### config.mk
export PLATFORM = sky130hd
export DESIGN_NAME = perf_monitor_flat
export DESIGN_NICKNAME = d
export VERILOG_FILES = /design/src/rtl/perf_monitor_if.sv /design/src/rtl/perf_monitor.sv /design/src/flat_wrapper.sv
export SDC_FILE = /design/constraint.sdc
export NUM_CORES = 1
export LEC_CHECK = 0
export CORE_ASPECT_RATIO = 1.2
export CORE_MARGIN = 1
export CORE_UTILIZATION = 43
export DETAILED_ROUTE_END_ITERATION = 8
export GPL_ROUTABILITY_DRIVEN = 0
export HOLD_SLACK_MARGIN = 0.08
export SLEW_MARGIN = 0
export SYNTH_ARGS = -nofsm -noshare
export SYNTH_HDL_FRONTEND = slang
export SYNTH_SLANG_ARGS = --single-unit
export TNS_END_PERCENT = 100
### constraint.sdc
create_clock -name CLK -period 4.6 [get_ports CLK]
set_clock_uncertainty 0.2 [all_clocks]
set_input_delay 0.46 -clock CLK [delete_from_list [all_inputs] [get_ports CLK]]
set_output_delay 0.46 -clock CLK [all_outputs]
set_load 0.02 [all_outputs]
### src/rtl/perf_monitor_if.sv
// Status/readback bundle between the core-side probe and perf_monitor.
// master drives the sampled core status and read address; slave returns the read data and the done flag.
interface perf_monitor_if #(
  parameter int CNT_WIDTH = 32
);
  logic [31:0]          inst;
  logic                 stall;
  logic                 flush;
  logic                 branch_flush;
  logic                 bht_access;
  logic                 bht_correct;
  logic [2:0]           rd_addr;
  logic [CNT_WIDTH-1:0] rd_data;
  logic                 done;

  modport master (
    output inst, stall, flush, branch_flush, bht_access, bht_correct, rd_addr,
    input  rd_data, done
  );

  modport slave (
    input  inst, stall, flush, branch_flush, bht_access, bht_correct, rd_addr,
    output rd_data, done
  );
endinterface

### src/rtl/perf_monitor.sv
// perf_monitor: saturating performance counters plus end-of-program detection (NOP run or repeated fetch).
// Optional BHT access/correct counters are built only when PERF_BHT_EN is defined; reads are registered.
module perf_monitor #(
  parameter int CNT_WIDTH    = 32,
  parameter int REPEAT_LIMIT = 49,
  parameter int NOP_LIMIT    = 8
) (
  input  logic          CLK,
  input  logic          rst,
  perf_monitor_if.slave bus
);
  localparam int RUN_MAX = (REPEAT_LIMIT > NOP_LIMIT) ? REPEAT_LIMIT : NOP_LIMIT;
  localparam int RUN_W   = $clog2(RUN_MAX + 1);

  typedef logic [CNT_WIDTH-1:0] cnt_t;

  function automatic cnt_t sat_add(input cnt_t a, input logic [1:0] inc);
    logic [CNT_WIDTH:0] sum;
    sum = {1'b0, a} + {{(CNT_WIDTH-1){1'b0}}, inc};
    return sum[CNT_WIDTH] ? '1 : sum[CNT_WIDTH-1:0];
  endfunction

  logic [31:0]      r_last_inst;
  logic [RUN_W-1:0] r_nop_run;
  logic [RUN_W-1:0] r_rep_run;
  logic             r_done;
  logic [1:0]       r_reason;
  cnt_t             r_cycles;
  cnt_t             r_stall_cyc;
  cnt_t             r_stall_run;
  cnt_t             r_stall_max;
  cnt_t             r_flush_cyc;
  cnt_t             r_nops;
  cnt_t             r_rd_data;

  logic             w_is_nop;
  logic             w_same;
  logic [RUN_W-1:0] w_nop_run_nxt;
  logic [RUN_W-1:0] w_rep_run_nxt;
  logic             w_hit_nop;
  logic             w_hit_rep;
  logic [1:0]       w_flush_inc;
  cnt_t             w_stall_run_inc;
  cnt_t             w_bht_acc;
  cnt_t             w_bht_ok;
  cnt_t             w_rd_mux;

  assign w_is_nop = (bus.inst[15:0] == 16'h0001) || (bus.inst == 32'h0000_0013);
  assign w_same   = (bus.inst == r_last_inst);

  always_comb begin
    w_nop_run_nxt = '0;
    w_rep_run_nxt = '0;
    if (w_same) begin
      w_rep_run_nxt = r_rep_run + RUN_W'(1);
      w_nop_run_nxt = w_is_nop ? r_nop_run + RUN_W'(1) : r_nop_run;
    end
  end

  assign w_hit_nop       = (w_nop_run_nxt == RUN_W'(NOP_LIMIT));
  assign w_hit_rep       = (w_rep_run_nxt == RUN_W'(REPEAT_LIMIT));
  // flush already covers the 1-cycle penalty when both fire together
  assign w_flush_inc     = bus.flush ? 2'd1 : (bus.branch_flush ? 2'd2 : 2'd0);
  assign w_stall_run_inc = sat_add(r_stall_run, 2'd1);

  always_ff @(posedge CLK) begin
    if (rst) begin
      r_last_inst <= '0;
      r_nop_run   <= '0;
      r_rep_run   <= '0;
      r_done      <= 1'b0;
      r_reason    <= '0;
      r_cycles    <= '0;
      r_stall_cyc <= '0;
      r_stall_run <= '0;
      r_stall_max <= '0;
      r_flush_cyc <= '0;
      r_nops      <= '0;
      r_rd_data   <= '0;
    end else begin
      r_rd_data <= w_rd_mux;
      if (!r_done) begin
        if (!w_same) r_last_inst <= bus.inst;
        r_nop_run <= w_nop_run_nxt;
        r_rep_run <= w_rep_run_nxt;
        if (w_hit_nop || w_hit_rep) begin
          r_done   <= 1'b1;
          r_reason <= {w_hit_rep, w_hit_nop};
        end
        r_cycles    <= sat_add(r_cycles, 2'd1);
        r_stall_cyc <= sat_add(r_stall_cyc, {1'b0, bus.stall});
        r_stall_run <= bus.stall ? w_stall_run_inc : '0;
        if (bus.stall && (w_stall_run_inc > r_stall_max)) r_stall_max <= w_stall_run_inc;
        r_flush_cyc <= sat_add(r_flush_cyc, w_flush_inc);
        r_nops      <= sat_add(r_nops, {1'b0, w_is_nop});
      end
    end
  end

`ifdef PERF_BHT_EN
  cnt_t r_bht_acc;
  cnt_t r_bht_ok;

  always_ff @(posedge CLK) begin
    if (rst) begin
      r_bht_acc <= '0;
      r_bht_ok  <= '0;
    end else if (!r_done) begin
      r_bht_acc <= sat_add(r_bht_acc, {1'b0, bus.bht_access});
      r_bht_ok  <= sat_add(r_bht_ok, {1'b0, bus.bht_correct});
    end
  end

  assign w_bht_acc = r_bht_acc;
  assign w_bht_ok  = r_bht_ok;
`else
  logic w_unused_bht;
  assign w_unused_bht = bus.bht_access ^ bus.bht_correct;
  assign w_bht_acc    = '0;
  assign w_bht_ok     = '0;
`endif

  always_comb begin
    w_rd_mux = '0;
    case (bus.rd_addr)
      3'd0:    w_rd_mux = r_cycles;
      3'd1:    w_rd_mux = r_stall_cyc;
      3'd2:    w_rd_mux = r_flush_cyc;
      3'd3:    w_rd_mux = r_nops;
      3'd4:    w_rd_mux = w_bht_acc;
      3'd5:    w_rd_mux = w_bht_ok;
      3'd6:    w_rd_mux = {{(CNT_WIDTH-3){1'b0}}, r_reason, r_done};
      3'd7:    w_rd_mux = r_stall_max;
      default: w_rd_mux = '0;
    endcase
  end

  assign bus.rd_data = r_rd_data;
  assign bus.done    = r_done;
endmodule

### src/flat_wrapper.sv
// flat-port wrapper written by rule: the top's interface ports become plain ports
module perf_monitor_flat 
#(
  parameter int CNT_WIDTH    = 32,
  parameter int REPEAT_LIMIT = 49,
  parameter int NOP_LIMIT    = 8
)
  (CLK, rst, bus_inst, bus_stall, bus_flush, bus_branch_flush, bus_bht_access, bus_bht_correct, bus_rd_addr, bus_rd_data, bus_done);
  perf_monitor_if #(.CNT_WIDTH(CNT_WIDTH)) bus_i ();
  input  logic CLK;
  input  logic rst;
  input wire logic [$bits(bus_i.inst)-1:0] bus_inst;
  input wire logic [$bits(bus_i.stall)-1:0] bus_stall;
  input wire logic [$bits(bus_i.flush)-1:0] bus_flush;
  input wire logic [$bits(bus_i.branch_flush)-1:0] bus_branch_flush;
  input wire logic [$bits(bus_i.bht_access)-1:0] bus_bht_access;
  input wire logic [$bits(bus_i.bht_correct)-1:0] bus_bht_correct;
  input wire logic [$bits(bus_i.rd_addr)-1:0] bus_rd_addr;
  output wire logic [$bits(bus_i.rd_data)-1:0] bus_rd_data;
  output wire logic [$bits(bus_i.done)-1:0] bus_done;
  assign bus_i.inst = bus_inst;
  assign bus_i.stall = bus_stall;
  assign bus_i.flush = bus_flush;
  assign bus_i.branch_flush = bus_branch_flush;
  assign bus_i.bht_access = bus_bht_access;
  assign bus_i.bht_correct = bus_bht_correct;
  assign bus_i.rd_addr = bus_rd_addr;
  assign bus_rd_data = bus_i.rd_data;
  assign bus_done = bus_i.done;
  perf_monitor #(.CNT_WIDTH(CNT_WIDTH), .REPEAT_LIMIT(REPEAT_LIMIT), .NOP_LIMIT(NOP_LIMIT)) u_core (.CLK(CLK), .rst(rst), .bus(bus_i));
endmodule
=== Word-level counts from Yosys, hierarchy flattened ===
Index checks and enable logic that the tools add are counted.

* Register bits after elaboration: 271
* Bits of input ports: 42
* Output and inout bits: 33
* Logic and storage cells: 56

* Add/subtract/negate cells: 7
* Order comparisons: 1
* Equality and inequality tests: 12
* Multiplexer cells: 14
* Bitwise logic cells: 2
* Reductions and logical operators: 8

{| class="wikitable"
|+ Operators by type and width
! operator !! count
|-
| $pmux 32 s7 || 1
|-
| $mux 32 || 6
|-
| $add 32x1->33 || 2
|-
| $add 32x1->33 const B || 2
|-
| $add 32x2->33 || 1
|-
| $eq 32x32->1 || 1
|-
| $eq 32x5->1 const B || 1
|-
| $gt 32x32->1 || 1
|-
| $mux 6 || 3
|-
| $eq 16x1->1 const B || 1
|-
| $add 6x1->6 const B || 2
|-
| $eq 3x3->1 const B || 4
|-
| $eq 3x2->1 const B || 2
|-
| $eq 6x4->1 const B || 1
|-
| $eq 6x6->1 const B || 1
|-
| $reduce_and 2->1 || 3
|-
| $mux 2 || 2
|-
| $eq 3x1->1 const B || 1
|-
| $logic_not 3->1 || 1
|-
| $logic_or 1x1->1 || 2
|-
| $mux 1 || 2
|-
| $not 1->1 || 2
|-
| $reduce_or 2->1 || 1
|-
| $logic_and 1x1->1 || 1
|}

=== Depth between registers and ports, before layout ===
Gate-level depths: netlist of the first run.

* Word-level depth: 8
* Gate-level depth with buffers: 15

=== Least setup slack after synthesis of the first run ===
Ideal clock, no wire load.

* Kind: register to register
* Start: register u_core.r_stall_run[0]
* End: register u_core.r_stall_max[3]
* Data arrival time: 3757 ps
* Setup slack: 500 ps
* Cell stages (with the launch flop): 15
* Path buffers: 2
* Period minus slack after synthesis: 4100 ps
* Path through: dfxtp_1 ha_1 nand4_4 or3_1 buf_2 nor3_2 mux2_2 ha_1 nand4_1 or4_1 o41ai_4 a211oi_4 nor2_4 buf_6 a211oi_1

* Cells in the longest elaborated chain, start to end: 5

{| class="wikitable"
|+ Ends and longest elaborated chain
! item !! RTL line !! text
|-
| start: declaration || perf_monitor.sv:30 || <nowiki>cnt_t r_stall_run;</nowiki>
|-
| start signal: assignment || perf_monitor.sv:92 || <nowiki>r_stall_run <= bus.stall ? w_stall_run_inc : '0;</nowiki>
|-
| $add 32x1->33 || perf_monitor.sv:19 || <nowiki>sum = {1'b0, a} + {{(CNT_WIDTH-1){1'b0}}, inc};</nowiki>
|-
| $mux 32 || perf_monitor.sv:20 || <nowiki>return sum[CNT_WIDTH] ? '1 : sum[CNT_WIDTH-1:0];</nowiki>
|-
| net u_core.w_stall_run_inc[26] || perf_monitor.sv:43 || <nowiki>cnt_t w_stall_run_inc;</nowiki>
|-
| $gt 32x32->1 || perf_monitor.sv:93 || <nowiki>if (bus.stall && (w_stall_run_inc > r_stall_max)) r_stall_max <= w_stall_run_inc;</nowiki>
|-
| $logic_and 1x1->1 || perf_monitor.sv:93 ||
|-
| $reduce_and 2->1 (no line) || - ||
|-
| end signal: assignment || perf_monitor.sv:93 ||
|-
| end: declaration || perf_monitor.sv:31 || <nowiki>cnt_t r_stall_max;</nowiki>
|}

The timed path passes the listed nets, and every way through them passes these cells.
A chain may end at the register's enable or synchronous reset.

=== Final worst setup path of the first run ===
* Start: register u_core.r_stall_run[0]
* End: register u_core.r_stall_max[22]

The elaborated chain is that of the path after synthesis.

==> flow_metrics.py, run 1 <==
metrics = {
    "power": {
        "power_frac_comb_pct": 10.8,
        "p_int_w": 0.00413,
        "leakagePower_nw": 6.45,
        "seqPwrFrac_pct": 44.4,
        "power.net_switching_w": 0.00139,
        "powerDensity_mw_per_mm2": 323,
        "ir_drop_uv": 278,
        "switching_share_pct": 25.1,
        "pwr-share-clk_pct": 44.9,
    },
    "finish": {
        "fillers": 3295,
        "area_delta_synth_final_pct": 15.4,
        "utilization_pct": 50.2,
        "multiInputGateArea_mm2": 0.00871,
        "drive_gt1_share_pct": 10.4,
        "antenna_cells": 0,
        "seqCellArea_mm2": 0.00543,
        "fin_nets": 1864,
    },
    "timing": {
        "setup_ws_ps": 254,
        "finalSetupViolCount": 0,
        "slew_headroom_pct": 14.9,
        "worstMarginPinSlew_ps": 1280,
        "setup_tns_ps": 0,
        "fmax_ghz": 0.230,
        "final.min_clock_period_ps": 4350,
        "rsz0062_at_grt": "no",
        "fin_crit_sh_pct": 94.5,
        "timing_hold_violations_final": 0,
        "drv_slew": 0,
    },
    "floorplan": {
        "coreArea_mm2": 0.0340,
        "io_pins": 75,
        "die_x_um": 171,
        "start_util_pct": 43.5,
        "dieArea_mm2": 0.0352,
        "rows": 74,
        "die_h_um": 205,
    },
    "logic_synthesis": {
        "synth.top_cells.by_count": "dfxtp_1 (271), a21oi_1 (166), nor2_1 (150), nand2_1 (115), xor2_1 (101)",
        "synthSimpleGateAreaFrac_pct": 23.1,
        "synthesis.nets": 1818,
        "netlist.area_leader.share_pct": 36.7,
        "ys_ff_latch": 271,
        "netlist_instances": 1733,
        "netlist_area_mm2": 0.0148,
        "synthArstFlopShare_pct": 0,
        "yosys_warnings": 0,
        "ys_seq_area_share_pct": 36.7,
        "synth_top_cell_by_area": "dfxtp_1",
        "synth_area_leaders": "dfxtp_1 (37%), xor2_1 (6.0%), a21oi_1 (5.6%)",
        "yosysMostFrequentCell": "dfxtp_1",
        "synth_edf_count": 0,
        "synth.avg_cell_area_um2": 8.54,
        "synth_adder_area_share_pct": 3.69,
        "synth_cell_types": 88,
        "dominantRegCellSynth": "dfxtp_1",
        "synth_top_family_by_area": "simple AND/OR/NAND/NOR gates",
        "synth_xor_area_share_pct": 8.58,
        "muxShareOfSynthArea_pct": 5.23,
        "synth_compound_area_share_pct": 18.2,
    },
    "worst_setup_path": {
        "path_class": "reg2reg",
        "cp_common_cell": "ha_1",
        "critical_path.cell_chain": "ha_1 -> nand4_4 -> or3_1 -> nor3_2 -> mux2_2 -> ha_1 -> nand4_1 -> or4_1 -> o41ai_4 -> a211oi_4 -> buf_4 -> o21ai_0 -> a21oi_1",
        "r2r_start": "u_core.r_stall_run[0]$_SDFFE_PP0N_",
        "required_ps": 4820,
        "crit_start": "u_core.r_stall_run[0]$_SDFFE_PP0N_",
        "crit_family": "simple AND/OR/NAND/NOR gates",
        "cp.arrival_ps": 4570,
        "cp-start-kind": "flop",
        "critPathSlowestCell": "or4_1",
        "reg2reg_to": "u_core.r_stall_max[22]$_SDFFE_PP0P_",
        "rr_worst_depth": 13,
        "crit_fanout": 12,
        "r2r_slack_ps": 250,
        "crit_path_end_kind": "flop",
        "slowest_delay_ps": 600,
        "cp_num_buf_inv": 1,
    },
    "placed_design": {
        "dp_hpwl_mm": 29.2,
        "post-place-ws_ps": 261,
        "io_buffers": 72,
    },
    "cts": {
        "clk-insertion-delay-late_ps": 570,
        "numCtsBuffers": 31,
        "cts_tree": "built",
        "cts_sinks": 271,
        "cts_resized": 0,
        "clk_path_buf_depth": 3,
        "htree_levels": 1,
        "cts-root-buf": "clkbuf_16",
        "path_clk_slew_ps": 60,
        "postCtsSetupBuffers": 0,
        "hold_buffers": 0,
    },
    "global_routing": {
        "grt_pass1_vias": 12100,
        "antenna_found_initial": 0,
        "gr-usage-all-layers_pct": 23.5,
        "grt_max_degree": 114,
        "grt_overflow": 0,
        "grt_pass1_wl_mm": 65.6,
    },
    "detailed_routing": {
        "wirelength_mm": 41.2,
        "first_iter_violations": 966,
        "first_pass_iters": 8,
        "drc": 0,
        "vias": 12900,
        "wl_per_cell_um": 18.3,
        "viasPerCell": 5.72,
        "final_antenna_net_count": 0,
    },
    "status": {
        "outcome": "finished clean",
    },
    "hold_path": {
        "hold_path_class": "in2reg",
        "hold_depth": 3,
        "min-delay-start": "bus_rd_addr[1]",
        "whs_endpoint": "u_core.bus.rd_data[1]$_SDFF_PP0_",
    },
    "run": {
        "cap_violations": 0,
    },
}
[power groups by stage]
stage	Combinational, W	Sequential [W]	Clock (W)
floorplan	0.000368	0.00250	0
global placement	0.000560	0.00250	0
detailed placement	0.000566	0.00250	0
CTS	0.000568	0.00245	0.00252
global route	0.000652	0.00245	0.00262
finish	0.000594	0.00245	0.00247
[logic make-up after synthesis]
kind of cell / after synthesis
simple gates: 630
flops: 271
buf+inv: 166
xor+xnor: 145
fa+ha+maj: 43
mux: 73
compound gates: 405
[layer usage]
metal / up-vias / part of all wire [%] / GRT usage, %
li1: 6401 / - / -
met1: 6101 / 45 / 31.0
met2: 325 / 47 / 39.6
met3: 79 / 4.5 / 2.37
met4: 0 / 3.2 / 8.61
met5: - / 0 / 0
[worst reg2reg max path, stage by stage (launching register included)]
cell      delay (ps)
dfxtp_1          380
ha_1             230
nand4_4          110
or3_1            550
nor3_2           290
mux2_2           400
ha_1             320
nand4_1          160
or4_1            600
o41ai_4          300
a211oi_4         120
buf_4            230
o21ai_0          210
a21oi_1           90
[worst max-delay path by stage]
stage / slack, ps / cells past startpoint / endpoint
detailed placement: 260 / 13 / u_core.r_stall_max[22]$_SDFFE_PP0P_
floorplan: 500 / 14 / u_core.r_stall_max[3]$_SDFFE_PP0P_
global placement: 280 / 13 / u_core.r_stall_max[29]$_SDFFE_PP0P_
CTS: 220 / 13 / u_core.r_stall_max[1]$_SDFFE_PP0P_
global route: 40 / 13 / u_core.r_stall_max[29]$_SDFFE_PP0P_
finish: 250 / 13 / u_core.r_stall_max[22]$_SDFFE_PP0P_
[flip-flops by register name, indices dropped and copies added (netlist names)]
name,count
u_core.r_rep_run,6
u_core.r_reason,2
u_core.bus.rd_data,32
u_core.r_stall_cyc,32
u_core.r_flush_cyc,32
u_core.bus.done,1
u_core.r_last_inst,32
u_core.r_nops,32
u_core.r_nop_run,6
u_core.r_stall_max,32
u_core.r_stall_run,32
u_core.r_cycles,32
[placed cells by master, fill, tap and decap left out, drive strengths merged, types with 7 or more instances in the layout]
master,n
ha,42
a21oi,171
o211a,10
o21ai,65
buf,50
nor4,31
and3,29
mux2,22
dfxtp,271
or4,8
nand2,115
clkbuf,46
and4,24
a311oi,7
and2,23
nand2b,7
or3,12
a211oi,30
xor2,101
nand4,60
nor3,41
nand3,100
a31oi,16
o211ai,19
xnor2,44
nor2,152
a22oi,40
inv,58
clkdlybuf4s50,70
mux2i,50
nor2b,7
[cell type report]
class / instances / area share [%]
Multi-Input combinational cell: 1296 / 51.0
Sequential cell: 271 / 31.8
Timing Repair Buffer: 121 / 6.66
Clock buffer: 45 / 5.38
Tap cell: 456 / 3.34
Inverter: 58 / 1.28
Clock inverter: 8 / 0.542
[through the flow]
stage	total power [W]	instance area [um^2]	hold slack (ps)	cells
6_report	0.00552	17100	211	2255
5_1_grt	0.00573	17100	211	2255
4_1_cts	0.00553	17000	189	2250
3_5_place_dp	0.00307	16000	285	2197
3_3_place_gp	0.00306	16000	281	2197
2_1_floorplan	0.00287	14800	257	1733
No activity file was read; power rests on OpenSTA's default activity.
==> inputs of run 2 (changes only) <==
- REMOVE_ABC_BUFFERS: not set -> 1
- clock period: 4.6 -> 4.7 ns (I/O delays scaled with it)
==> flow_metrics.py, run 2 (synthesis gave the netlist of run 1 again) <==
metrics = {
    "status": {
        "outcome": "finished clean",
    },
    "worst_setup_path": {
        "crit_fanout": 21,
        "cp_num_buf_inv": 1,
        "slowest_delay_ps": 610,
        "critical_path.cell_chain": "ha_1 -> nand4_4 -> or3_4 -> nor3_2 -> mux2_2 -> ha_1 -> nand4_1 -> or4_1 -> o41ai_4 -> a211o_1 -> buf_12 -> a21oi_1 -> a211oi_2",
        "path_class": "reg2reg",
        "crit_family": "simple AND/OR/NAND/NOR gates",
        "crit_path_end_kind": "flop",
        "cp-start-kind": "flop",
        "r2r_slack_ps": 370,
        "cp_common_cell": "ha_1",
        "reg2reg_to": "u_core.r_stall_max[13]$_SDFFE_PP0P_",
        "rr_worst_depth": 13,
        "cp.arrival_ps": 4610,
        "critPathSlowestCell": "or4_1",
        "required_ps": 4980,
        "r2r_start": "u_core.r_stall_run[0]$_SDFFE_PP0N_",
    },
    "cts": {
        "clk_path_buf_depth": 3,
        "hold_buffers": 0,
        "cts-root-buf": "clkbuf_16",
        "htree_levels": 1,
        "path_clk_slew_ps": 60,
        "numCtsBuffers": 30,
        "clk-insertion-delay-late_ps": 560,
        "cts_tree": "built",
        "cts_sinks": 271,
    },
    "power": {
        "powerDensity_mw_per_mm2": 316,
        "power_w": 0.00538,
        "leakagePower_nw": 6.44,
        "ir_drop_uv": 281,
    },
    "finish": {
        "final_common_cell": "dfxtp_1",
        "mostFrequentLayoutCells": "dfxtp_1 (270), a21oi_1 (166), nor2_1 (150), nand2_1 (115), xor2_1 (101)",
        "drive_gt1_share_pct": 10.4,
        "antenna_cells": 0,
        "area_delta_synth_final_pct": 15.2,
        "fin_nets": 1862,
        "layoutNonFillerInstCount": 2256,
        "fin_area_mm2": 0.0170,
    },
    "timing": {
        "final.min_clock_period_ps": 4330,
        "fin_crit_sh_pct": 92.2,
        "timing_hold_violations_final": 0,
        "setup_tns_ps": 0,
        "finalSetupViolCount": 0,
        "rsz0062_at_grt": "no",
        "drv_slew": 0,
        "hold_ws_ps": 220,
        "fmax_ghz": 0.231,
        "slew_headroom_pct": 14.6,
        "worstMarginPinSlew_ps": 1280,
    },
    "run": {
        "cap_violations": 0,
    },
    "placed_design": {
        "io_buffers": 72,
        "dpl_cell_area_mm2": 0.0160,
        "dp_cells": 2193,
        "dp_hpwl_mm": 28.6,
    },
    "floorplan": {
        "start_util_pct": 43.5,
        "coreArea_mm2": 0.0340,
        "io_pins": 75,
        "die_h_um": 205,
        "die_x_um": 171,
        "dieArea_mm2": 0.0352,
        "rows": 74,
    },
    "global_routing": {
        "grtUsageMet1_pct": 31.5,
        "grt_overflow": 0,
        "grtUsageMet3_pct": 2.60,
        "grt_pass1_wl_mm": 65.3,
        "antenna_found_initial": 0,
        "gr-usage-all-layers_pct": 23.4,
        "groute.layer.met2.usage_pct": 38.2,
        "busiest_layer": "met2",
        "grt_pass1_vias": 12000,
        "grt_max_degree": 89,
    },
    "hold_path": {
        "hold_path_class": "in2reg",
        "min-delay-start": "rst",
        "whs_endpoint": "u_core.r_stall_run[22]$_SDFFE_PP0N_",
        "hold_depth": 2,
    },
    "detailed_routing": {
        "viasPerCell": 5.75,
        "wirelength_mm": 40.8,
        "drc": 0,
        "vias": 13000,
        "first_pass_iters": 7,
        "wl_per_cell_um": 18.1,
        "final_antenna_net_count": 0,
        "first_iter_violations": 1110,
    },
}
-- run 2: cell types whose count changed in the layout (fill, tap and decap cells not counted) --
cell / previous run / this run
clkbuf_1: 5 / 6
clkinv_4: 0 / 1
inv_6: 0 / 1
buf_12: 4 / 3
clkinv_2: 5 / 9
or3_1: 12 / 11
bufinv_16: 2 / 3
clkbuf_8: 10 / 5
clkinvlp_4: 1 / 0
or3_4: 0 / 1
-- run 2: final cells by class --
| type | instances | area, um^2 |
|---|---|---|
| well taps | 456 | 571 |
| inverters | 58 | 218 |
| multi-input cells | 1296 | 8710 |
| fillers | 3290 | 16900 |
| clock inverters | 14 | 153 |
| repair buffers | 120 | 1120 |
| clock buffers | 41 | 853 |
| flip-flops and latches | 271 | 5430 |
-- run 2: per-stage QoR --
stage | util [%] | setup WS (ps)
final | 50.2 | 367
after global routing | 50.2 | 109
after CTS | 49.9 | 90.3
after detailed placement | 46.9 | 131
after global placement | 46.9 | 173
after floorplan | - | 266
-- run 2: what timing repair did --
action,4_1_cts,5_1_grt
resized for setup,0,1
setup endpoints to repair,0,18
buffers inserted,0,8
-- run 2: layer usage --
| layer | vias to the layer above | routed length, um |
|---|---|---|
| met5 | - | 0 |
| met4 | 0 | 1230 |
| met3 | 57 | 1600 |
| met2 | 310 | 19200 |
| met1 | 6184 | 18700 |
| li1 | 6414 | - |
-- run 2: worst max-delay path by stage --
stage                                            start                                  end  slack, ps  cells after the start
floorplan           u_core.r_stall_run[0]$_SDFFE_PP0N_  u_core.r_stall_max[10]$_SDFFE_PP0P_        270                     12
global placement    u_core.r_stall_run[0]$_SDFFE_PP0N_   u_core.r_stall_max[1]$_SDFFE_PP0P_        170                     12
detailed placement  u_core.r_stall_run[0]$_SDFFE_PP0N_   u_core.r_stall_max[5]$_SDFFE_PP0P_        130                     12
CTS                 u_core.r_stall_run[0]$_SDFFE_PP0N_   u_core.r_stall_max[5]$_SDFFE_PP0P_         90                     12
global route        u_core.r_stall_run[0]$_SDFFE_PP0N_  u_core.r_stall_max[24]$_SDFFE_PP0P_        110                     13
finish              u_core.r_stall_run[0]$_SDFFE_PP0N_  u_core.r_stall_max[13]$_SDFFE_PP0P_        370                     13
-- run 2: report_power, final --
group | switching, W | leakage (nW) | internal (W)
Clock | 0.000967 | 0.504 | 0.00143
Combinational | 0.000338 | 3.74 | 0.000249
Sequential | 0.0000399 | 2.20 | 0.00236
==> inputs of run 3 (changes only) <==
- HOLD_SLACK_MARGIN: 0.08 -> 0.02
==> results of run 3 <==
Same layout as run 2: the final DEF is identical, and so are final timing and power.
